`src/rtl/ds_pkg.sv`:
```
// Shared types for the 2x2 image downsampler: FSM state encoding and default output base address.
package ds_pkg;

    typedef enum logic [2:0] {
        S_IDLE,
        S_LOAD,
        S_RD_ADDR,
        S_RD_DATA,
        S_WRITE,
        S_SAVE,
        S_DONE
    } state_t;

    localparam logic [15:0] DEF_OUT_BASE = 16'h8000;

endpackage

```
`src/rtl/ds_addr_gen.sv`:
```
// Combinational address generator: maps output pixel (r, c) and tap k to the source read address
// and the destination write address. Zero latency, no flow control.
module ds_addr_gen #(
    parameter int          IMG_W    = 128,
    parameter logic [15:0] OUT_BASE = 16'h8000,
    parameter int          CW       = $clog2(IMG_W)
) (
    input  logic [CW-1:0] r_i,
    input  logic [CW-1:0] c_i,
    input  logic [1:0]    k_i,
    output logic [15:0]   rd_addr_o,
    output logic [15:0]   wr_addr_o
);

    localparam logic [15:0] SRC_W = 16'(IMG_W);
    localparam logic [15:0] DST_W = 16'(IMG_W / 2);

    logic [15:0] src_row;
    logic [15:0] src_col;

    // k[1] selects the lower row of the 2x2 block, k[0] the right column.
    assign src_row   = (16'(r_i) << 1) | 16'(k_i[1]);
    assign src_col   = (16'(c_i) << 1) | 16'(k_i[0]);
    assign rd_addr_o = src_row * SRC_W + src_col;
    assign wr_addr_o = OUT_BASE + 16'(r_i) * DST_W + 16'(c_i);

endmodule

```
`src/rtl/dram_master.sv`:
```
// 2x2 box-filter downsampler: loads an image, reads four taps per output pixel and writes their average.
// Nine cycles per output pixel; waits indefinitely on dram_rd_done / dram_wr_done handshakes.
module dram_master
    import ds_pkg::*;
#(
    parameter int          IMG_W    = 128,
    parameter logic [15:0] OUT_BASE = DEF_OUT_BASE
) (
    input  logic        clk,
    input  logic        rst_n,
    input  logic        start,
    output logic        busy,
    output logic        done,
    output logic        dram_rd_en,
    input  logic        dram_rd_done,
    output logic        dram_read,
    output logic        dram_write,
    output logic [15:0] dram_addr,
    output logic [7:0]  dram_din,
    input  logic [7:0]  dram_dout,
    output logic        dram_wr_en,
    input  logic        dram_wr_done
);

    localparam int            CW   = $clog2(IMG_W);
    localparam logic [CW-1:0] LAST = CW'(IMG_W / 2 - 1);

    state_t        state_q;
    logic [CW-1:0] r_q;
    logic [CW-1:0] c_q;
    logic [1:0]    k_q;
    logic [9:0]    sum_q;

    logic          busy_q;
    logic          done_q;
    logic          rd_en_q;
    logic          wr_en_q;
    logic          read_q;
    logic          write_q;
    logic [15:0]   addr_q;
    logic [7:0]    din_q;

    logic          c_last;
    logic          pix_last;
    logic [CW-1:0] r_d;
    logic [CW-1:0] c_d;
    logic [CW-1:0] ag_r;
    logic [CW-1:0] ag_c;
    logic [1:0]    ag_k;
    logic [9:0]    sum_d;
    logic [15:0]   rd_addr;
    logic [15:0]   wr_addr;

    // Outputs are registered, so the generator is fed the coordinates of the cycle being entered.
    always_comb begin
        c_last   = (c_q == LAST);
        pix_last = c_last && (r_q == LAST);
        c_d      = c_last ? '0 : c_q + 1'b1;
        r_d      = c_last ? r_q + 1'b1 : r_q;
        sum_d    = sum_q + {2'b00, dram_dout};
        ag_r     = r_q;
        ag_c     = c_q;
        ag_k     = '0;
        case (state_q)
            S_LOAD: begin
                ag_r = '0;
                ag_c = '0;
            end
            S_RD_DATA: ag_k = k_q + 1'b1;
            S_WRITE: begin
                ag_r = r_d;
                ag_c = c_d;
            end
            default: ;
        endcase
    end

    ds_addr_gen #(
        .IMG_W    (IMG_W),
        .OUT_BASE (OUT_BASE),
        .CW       (CW)
    ) u_addr_gen (
        .r_i       (ag_r),
        .c_i       (ag_c),
        .k_i       (ag_k),
        .rd_addr_o (rd_addr),
        .wr_addr_o (wr_addr)
    );

    always_ff @(posedge clk or negedge rst_n) begin
        if (!rst_n) begin
            state_q <= S_IDLE;
            r_q     <= '0;
            c_q     <= '0;
            k_q     <= '0;
            sum_q   <= '0;
            busy_q  <= 1'b0;
            done_q  <= 1'b0;
            rd_en_q <= 1'b0;
            wr_en_q <= 1'b0;
            read_q  <= 1'b0;
            write_q <= 1'b0;
            addr_q  <= '0;
            din_q   <= '0;
        end else begin
            done_q  <= 1'b0;
            read_q  <= 1'b0;
            write_q <= 1'b0;
            addr_q  <= '0;
            din_q   <= '0;
            case (state_q)
                S_IDLE: begin
                    if (start) begin
                        state_q <= S_LOAD;
                        busy_q  <= 1'b1;
                        rd_en_q <= 1'b1;
                    end
                end
                S_LOAD: begin
                    if (dram_rd_done) begin
                        state_q <= S_RD_ADDR;
                        rd_en_q <= 1'b0;
                        r_q     <= '0;
                        c_q     <= '0;
                        k_q     <= '0;
                        sum_q   <= '0;
                        read_q  <= 1'b1;
                        addr_q  <= rd_addr;
                    end
                end
                S_RD_ADDR: state_q <= S_RD_DATA;
                S_RD_DATA: begin
                    sum_q <= sum_d;
                    if (k_q == 2'd3) begin
                        state_q <= S_WRITE;
                        write_q <= 1'b1;
                        addr_q  <= wr_addr;
                        din_q   <= sum_d[9:2];
                    end else begin
                        state_q <= S_RD_ADDR;
                        k_q     <= k_q + 1'b1;
                        read_q  <= 1'b1;
                        addr_q  <= rd_addr;
                    end
                end
                S_WRITE: begin
                    k_q   <= '0;
                    sum_q <= '0;
                    if (pix_last) begin
                        state_q <= S_SAVE;
                        wr_en_q <= 1'b1;
                        r_q     <= '0;
                        c_q     <= '0;
                    end else begin
                        state_q <= S_RD_ADDR;
                        r_q     <= r_d;
                        c_q     <= c_d;
                        read_q  <= 1'b1;
                        addr_q  <= rd_addr;
                    end
                end
                S_SAVE: begin
                    if (dram_wr_done) begin
                        state_q <= S_DONE;
                        wr_en_q <= 1'b0;
                        done_q  <= 1'b1;
                    end
                end
                S_DONE: begin
                    state_q <= S_IDLE;
                    busy_q  <= 1'b0;
                end
                default: state_q <= S_IDLE;
            endcase
        end
    end

    assign busy       = busy_q;
    assign done       = done_q;
    assign dram_rd_en = rd_en_q;
    assign dram_wr_en = wr_en_q;
    assign dram_read  = read_q;
    assign dram_write = write_q;
    assign dram_addr  = addr_q;
    assign dram_din   = din_q;

endmodule
```
`config.mk`:
```
export PLATFORM = sky130hd
export DESIGN_NAME = dram_master
export DESIGN_NICKNAME = d
export VERILOG_FILES = /design/src/rtl/ds_pkg.sv /design/src/rtl/ds_addr_gen.sv /design/src/rtl/dram_master.sv
export SDC_FILE = /design/constraint.sdc
export NUM_CORES = 1
export LEC_CHECK = 0
export CORE_MARGIN = 2
export CORE_UTILIZATION = 55
export DETAILED_ROUTE_END_ITERATION = 8
export PLACE_DENSITY = 0.76
export SLEW_MARGIN = 0
export SYNTH_ARGS = -nofsm -noshare
export SYNTH_HDL_FRONTEND = slang
export SYNTH_SLANG_ARGS = --single-unit
```
`constraint.sdc`:
```
create_clock -name clk -period 3.4 [get_ports clk]
set_input_delay 0.68 -clock clk [delete_from_list [all_inputs] [get_ports clk]]
set_output_delay 0.68 -clock clk [all_outputs]
set_load 0.01 [all_outputs]
```
==> Word-level counts from Yosys, hierarchy flattened <==
Cells that the tools add are included.
{ "word_totals": {"register_bits": 59, "in_bits": 13, "output_inout_bits": 30, "elab_cells": 92} }
{ "classes": {"add_sub_neg": 7, "n_eq_ne": 14, "n_mux": 42, "bitwise_logic": 2, "n_reduce_logical": 14} }
{ "ops": {"columns": ["op", "n"], "rows": [
  ["one-hot mux 7 bit (2 select lines)", 4],
  ["two-way mux 16 bit", 3],
  ["one-hot mux 16 bit (3 select lines)", 1],
  ["two-way mux 7 bit", 5],
  ["one-hot mux 10 bit (3 select lines)", 1],
  ["one-hot mux 3 bit (6 select lines)", 1],
  ["adder 16 x 13 -> 16 bit, first input constant", 1],
  ["adder 16 bit", 1],
  ["adder 16 x 7 -> 16 bit", 1],
  ["two-way mux 8 bit", 2],
  ["OR 8 x 1 -> 8 bit", 2],
  ["two-way mux 3 bit", 5],
  ["adder 7 x 1 -> 7 bit, second input constant", 2],
  ["equality test 7 x 6 -> 1 bit, second input constant", 2],
  ["AND reduction 3 bit", 4],
  ["two-way mux 1 bit", 11],
  ["adder 10 x 8 -> 10 bit", 1],
  ["two-way mux 10 bit", 1],
  ["inequality test 2 bit, second input constant", 5],
  ["equality test 3 bit, second input constant", 3],
  ["nonzero test 2 bit", 4],
  ["equality test 3 x 2 -> 1 bit, second input constant", 2],
  ["two-way mux 2 bit", 3],
  ["one-hot mux 1 bit (2 select lines)", 3],
  ["other kinds (9)", 11]
]} }

==> Logic depth before layout (Yosys ltp) <==
{ "depth": {"word_depth": 7, "mapped_depth": 10} }

==> By module <==
A second synthesis with hierarchy kept.
{ "unflattened": {"cells_unflattened": 372, "area_unflattened_um2": 3455.8} }
{ "modules_own_cells": {"columns": ["mod", "instances", "cells_each", "area_per_inst_um2"], "rows": [
  ["dram_master", 1, 322, 3094.2],
  ["ds_addr_gen", 1, 50, 361.6]
]} }

==> Worst setup path before layout <==
OpenSTA, ideal clock, no wires.
{ "synth_path": {"path_kind": "input port to flip-flop", "startpoint": "input dram_dout[0]", "endpoint": "register sum_q[8]", "arrival_ps": 2663, "slack_ps": 655, "stages": 9, "path_buffers": 0, "cell_sequence": "ha_1 -> fa_1 -> a21o_1 -> a21oi_1 -> o21bai_1 -> a2111oi_0 -> nor3_1 -> or2_2 -> a31oi_1"} }
{ "synth_between": {"elab_chain_cells": 2} }
{ "synth_lines": {"columns": ["item", "line", "source"], "rows": [
  ["from (decl)", "dram_master.sv:20", "input logic [7:0] dram_dout,"],
  ["adder 10 x 8 -> 10 bit", "dram_master.sv:60", "sum_d = sum_q + {2'b00, dram_dout};"],
  ["one-hot mux 10 bit (3 select lines)", "dram_master.sv:111", "case (state_q)"],
  ["to (signal assigned)", "dram_master.sv:133", "sum_q <= sum_d;"],
  ["to (decl)", "dram_master.sv:32", "logic [9:0] sum_q;"]
]} }
Every way passes these cells.
A chain may end at the register's enable or synchronous reset.

==> Worst setup path in the final report <==
Same ends and word-level chain as after synthesis.

==> metrics.csv <==
metric,value,unit
status,"complete, no violations",
drv_cap,0,
worst_pin_slew,606,ps
clockBufferDepth,2,
die_area,0.00668,sq mm
die_h,81.7,um
dp_hpwl,5600,um
syn_area_per_cell,9.31,sq um
io_pins,43,
synthDistinctLibCells,60,
cts.sinks,59,
irDropWorstVdd,0.000239,V
timing.slew.headroom,59.6,%
fin_hold_ws,342,ps
fin_crit,3140,ps
grt_pass1_wl,12800,um
first_pass_iters,5,
hold_viol,0,
num_antenna_cells,0,
maxSlewViolCount,0,
setup_slack,257,ps
power_leakage,0.00170,uW
viasPerCell,5.95,
ctsHoldBuffers,0,
synth.cell_area,0.00332,sq mm
antenna_left,0,
start_util,56.4,%
grt_pass1_vias,2672,
setup-tns-final,0,ps
p_per_area,401,mW/mm^2
antenna_found_initial,0,
synthArstFlopShare,100,%
crit_chain,clkdlybuf4s50_1 > ha_1 > fa_1 > a21o_1 > a21oi_1 > o21bai_1 > a2111oi_1 > nor3_1 > or2_2 > a31oi_1,
cts_root_buf,clkbuf_8,
cts_tree,built,
finalCritPeriodShare,92.4,%
clkTransAtPathRegs,70,ps
finish.utilization,69.0,%
cpMaxStageDelayCell,a2111oi_1,
first_iter_violations,195,
drive_gt1_share,9.31,%
clock_latency,340,ps
worstPathArrival,3410,ps
synth_edf_count,0,
yosysSeqAreaShare,44.4,%
die_w,81.7,um
grt.overflow.total,0,
critical_path_class,input port to flip-flop,
layout_common_cells,"dfrtp_1 (59), nand2_1 (48), clkdlybuf4s50_1 (41), o21ai_0 (35), nor2_1 (27)",
layout.nets,432,
core,0.00589,sq mm
finalSetupViolations,0,
gp_congestion,0.941,
holdCritPathClass,input port to asynchronous set/reset pin,
syn_nets,386,
io_buffers,42,
start_kind,input port,
required,3670,ps
routed_wl,7870,um
synth_seq_cells,59,
max_freq,318,MHz
rows,28,
clock_skew,6.46,ps
wl_per_cell,16.3,um
cts_buffers,9,
drcViolationCount,0,
synthToLayoutAreaGrowth,22.3,%
grt_max_degree,35,
place_ws,-83.4,ps
vias,2874,
final_common_cell,dfrtp_1,
max_stage_delay,510,ps
ys.flop_type,dfrtp_1,
yosys_warnings,0,
num-fill-cells,456,
gr-usage-all-layers,25.5,%
endpoint_kind,flip-flop,
rsz0062_at_grt,no,
worstPathMaxFanout,3,
htreeDepth,3,
synth_cells,357,
[sequential cells by signal (all words and copies together) (netlist names), 2 cells and up]
signal,flops
c_q,7
dram_addr,16
dram_din,8
k_q,2
r_q,7
state_q,3
sum_q,10
[stage by stage]
| stage | cell area [sq um] | power [uW] | cells |
|---|---|---|---|
| 3_3_place_gp | 3820 | 844 | 467 |
| 5_1_grt | 4060 | 1690 | 483 |
| 3_5_place_dp | 3820 | 850 | 467 |
| 4_1_cts | 4060 | 1630 | 483 |
| 2_1_floorplan | 3320 | 804 | 357 |
| 6_report | 4060 | 1630 | 483 |
[repair_timing]
item | 4_1_cts | 5_1_grt
setup endpoints to repair | 0 | 1
resized for setup | 0 | 1
setup buffers | 0 | 0
[worst max-delay path, delay by kind of cell]
family / cells / cell delay [ps]
compound gates: 5 / 1190
fa+ha+maj: 2 / 640
buf+inv: 1 / 410
simple gates: 2 / 490
[logic make-up (layout without fill, tap and decap cells)]
| family | after synthesis | count (layout) | synth area share [%] |
|---|---|---|---|
| AO/OA/AOI/OAI | 107 | 107 | 20.4 |
| XOR/XNOR | 18 | 18 | 4.75 |
| adder cells (fa/ha/maj) | 16 | 16 | 6.25 |
| buffers and inverters | 27 | 78 | 3.54 |
| flip-flops | 59 | 59 | 44.4 |
| multiplexers | 1 | 1 | 0.301 |
| AND/OR/NAND/NOR | 129 | 129 | 20.3 |
[area by class of cell]
cell class / count / area (sq um) / share of cell area (%)
clock buffers: 12 / 145 / 3.57
clock inverters: 4 / 97.6 / 2.40
inverters: 12 / 45.0 / 1.11
multi-input cells: 271 / 1730 / 42.6
flip-flops and latches: 59 / 1480 / 36.3
well taps: 75 / 93.8 / 2.31
repair buffers: 50 / 475 / 11.7
[cells in the mapped netlist (all sizes together), types with 2 or more instances]
master,instances,share of area (%)
a21boi,3,0.68
or2,2,0.38
nand4,5,0.94
nor2b,2,0.38
a22o,5,1.3
clkbuf,7,0.83
o211ai,5,1.3
ha,15,5.6
and2,4,0.83
and3,5,1.1
xnor2,10,2.6
o21ai,36,5.4
nand2b,2,0.38
buf,8,1.4
nand2,48,5.4
nor3b,2,0.94
nand4b,3,0.98
nand3,12,2.3
nor4,3,0.57
a21oi,21,3.2
o22ai,8,1.9
a211oi,2,0.45
xor2,8,2.1
a21o,7,1.6
o31ai,3,0.68
dfrtp,59,44
nor2,27,3.1
nor3,7,1.2
o21a,3,0.68
o21bai,2,0.45
clkinv,2,0.23
or4,3,0.79
a31oi,5,0.94
inv,10,1.1
[power breakdown]
| group | switching [uW] | leakage [uW] | internal (uW) |
|---|---|---|---|
| clock | 282 | 0.000117 | 508 |
| combinational | 60.8 | 0.000883 | 52.5 |
| sequential | 12.2 | 0.000696 | 713 |
[layer usage]
metal | global-route usage, % | routed length, um
met5 | 0 | 0
met4 | 8.00 | 96
met3 | 5.16 | 362
met2 | 39.9 | 3730
met1 | 35.6 | 3680
[path summary, 6_finish.rpt]
kind	start	to	slack [ps]	cells after the start
max	dram_dout[0]	sum_q[8]	260	10
min	rst_n	sum_q[7]	340	1
max reg2reg	state_q[0]	dram_addr[15]	550	8
min reg2reg	sum_q[6]	sum_q[6]	490	2
max in group asynchronous	rst_n	dram_addr[11]	2210	2
min in group clk	sum_q[6]	sum_q[6]	490	2
Note: power is estimated with default switching activity, not from simulation.
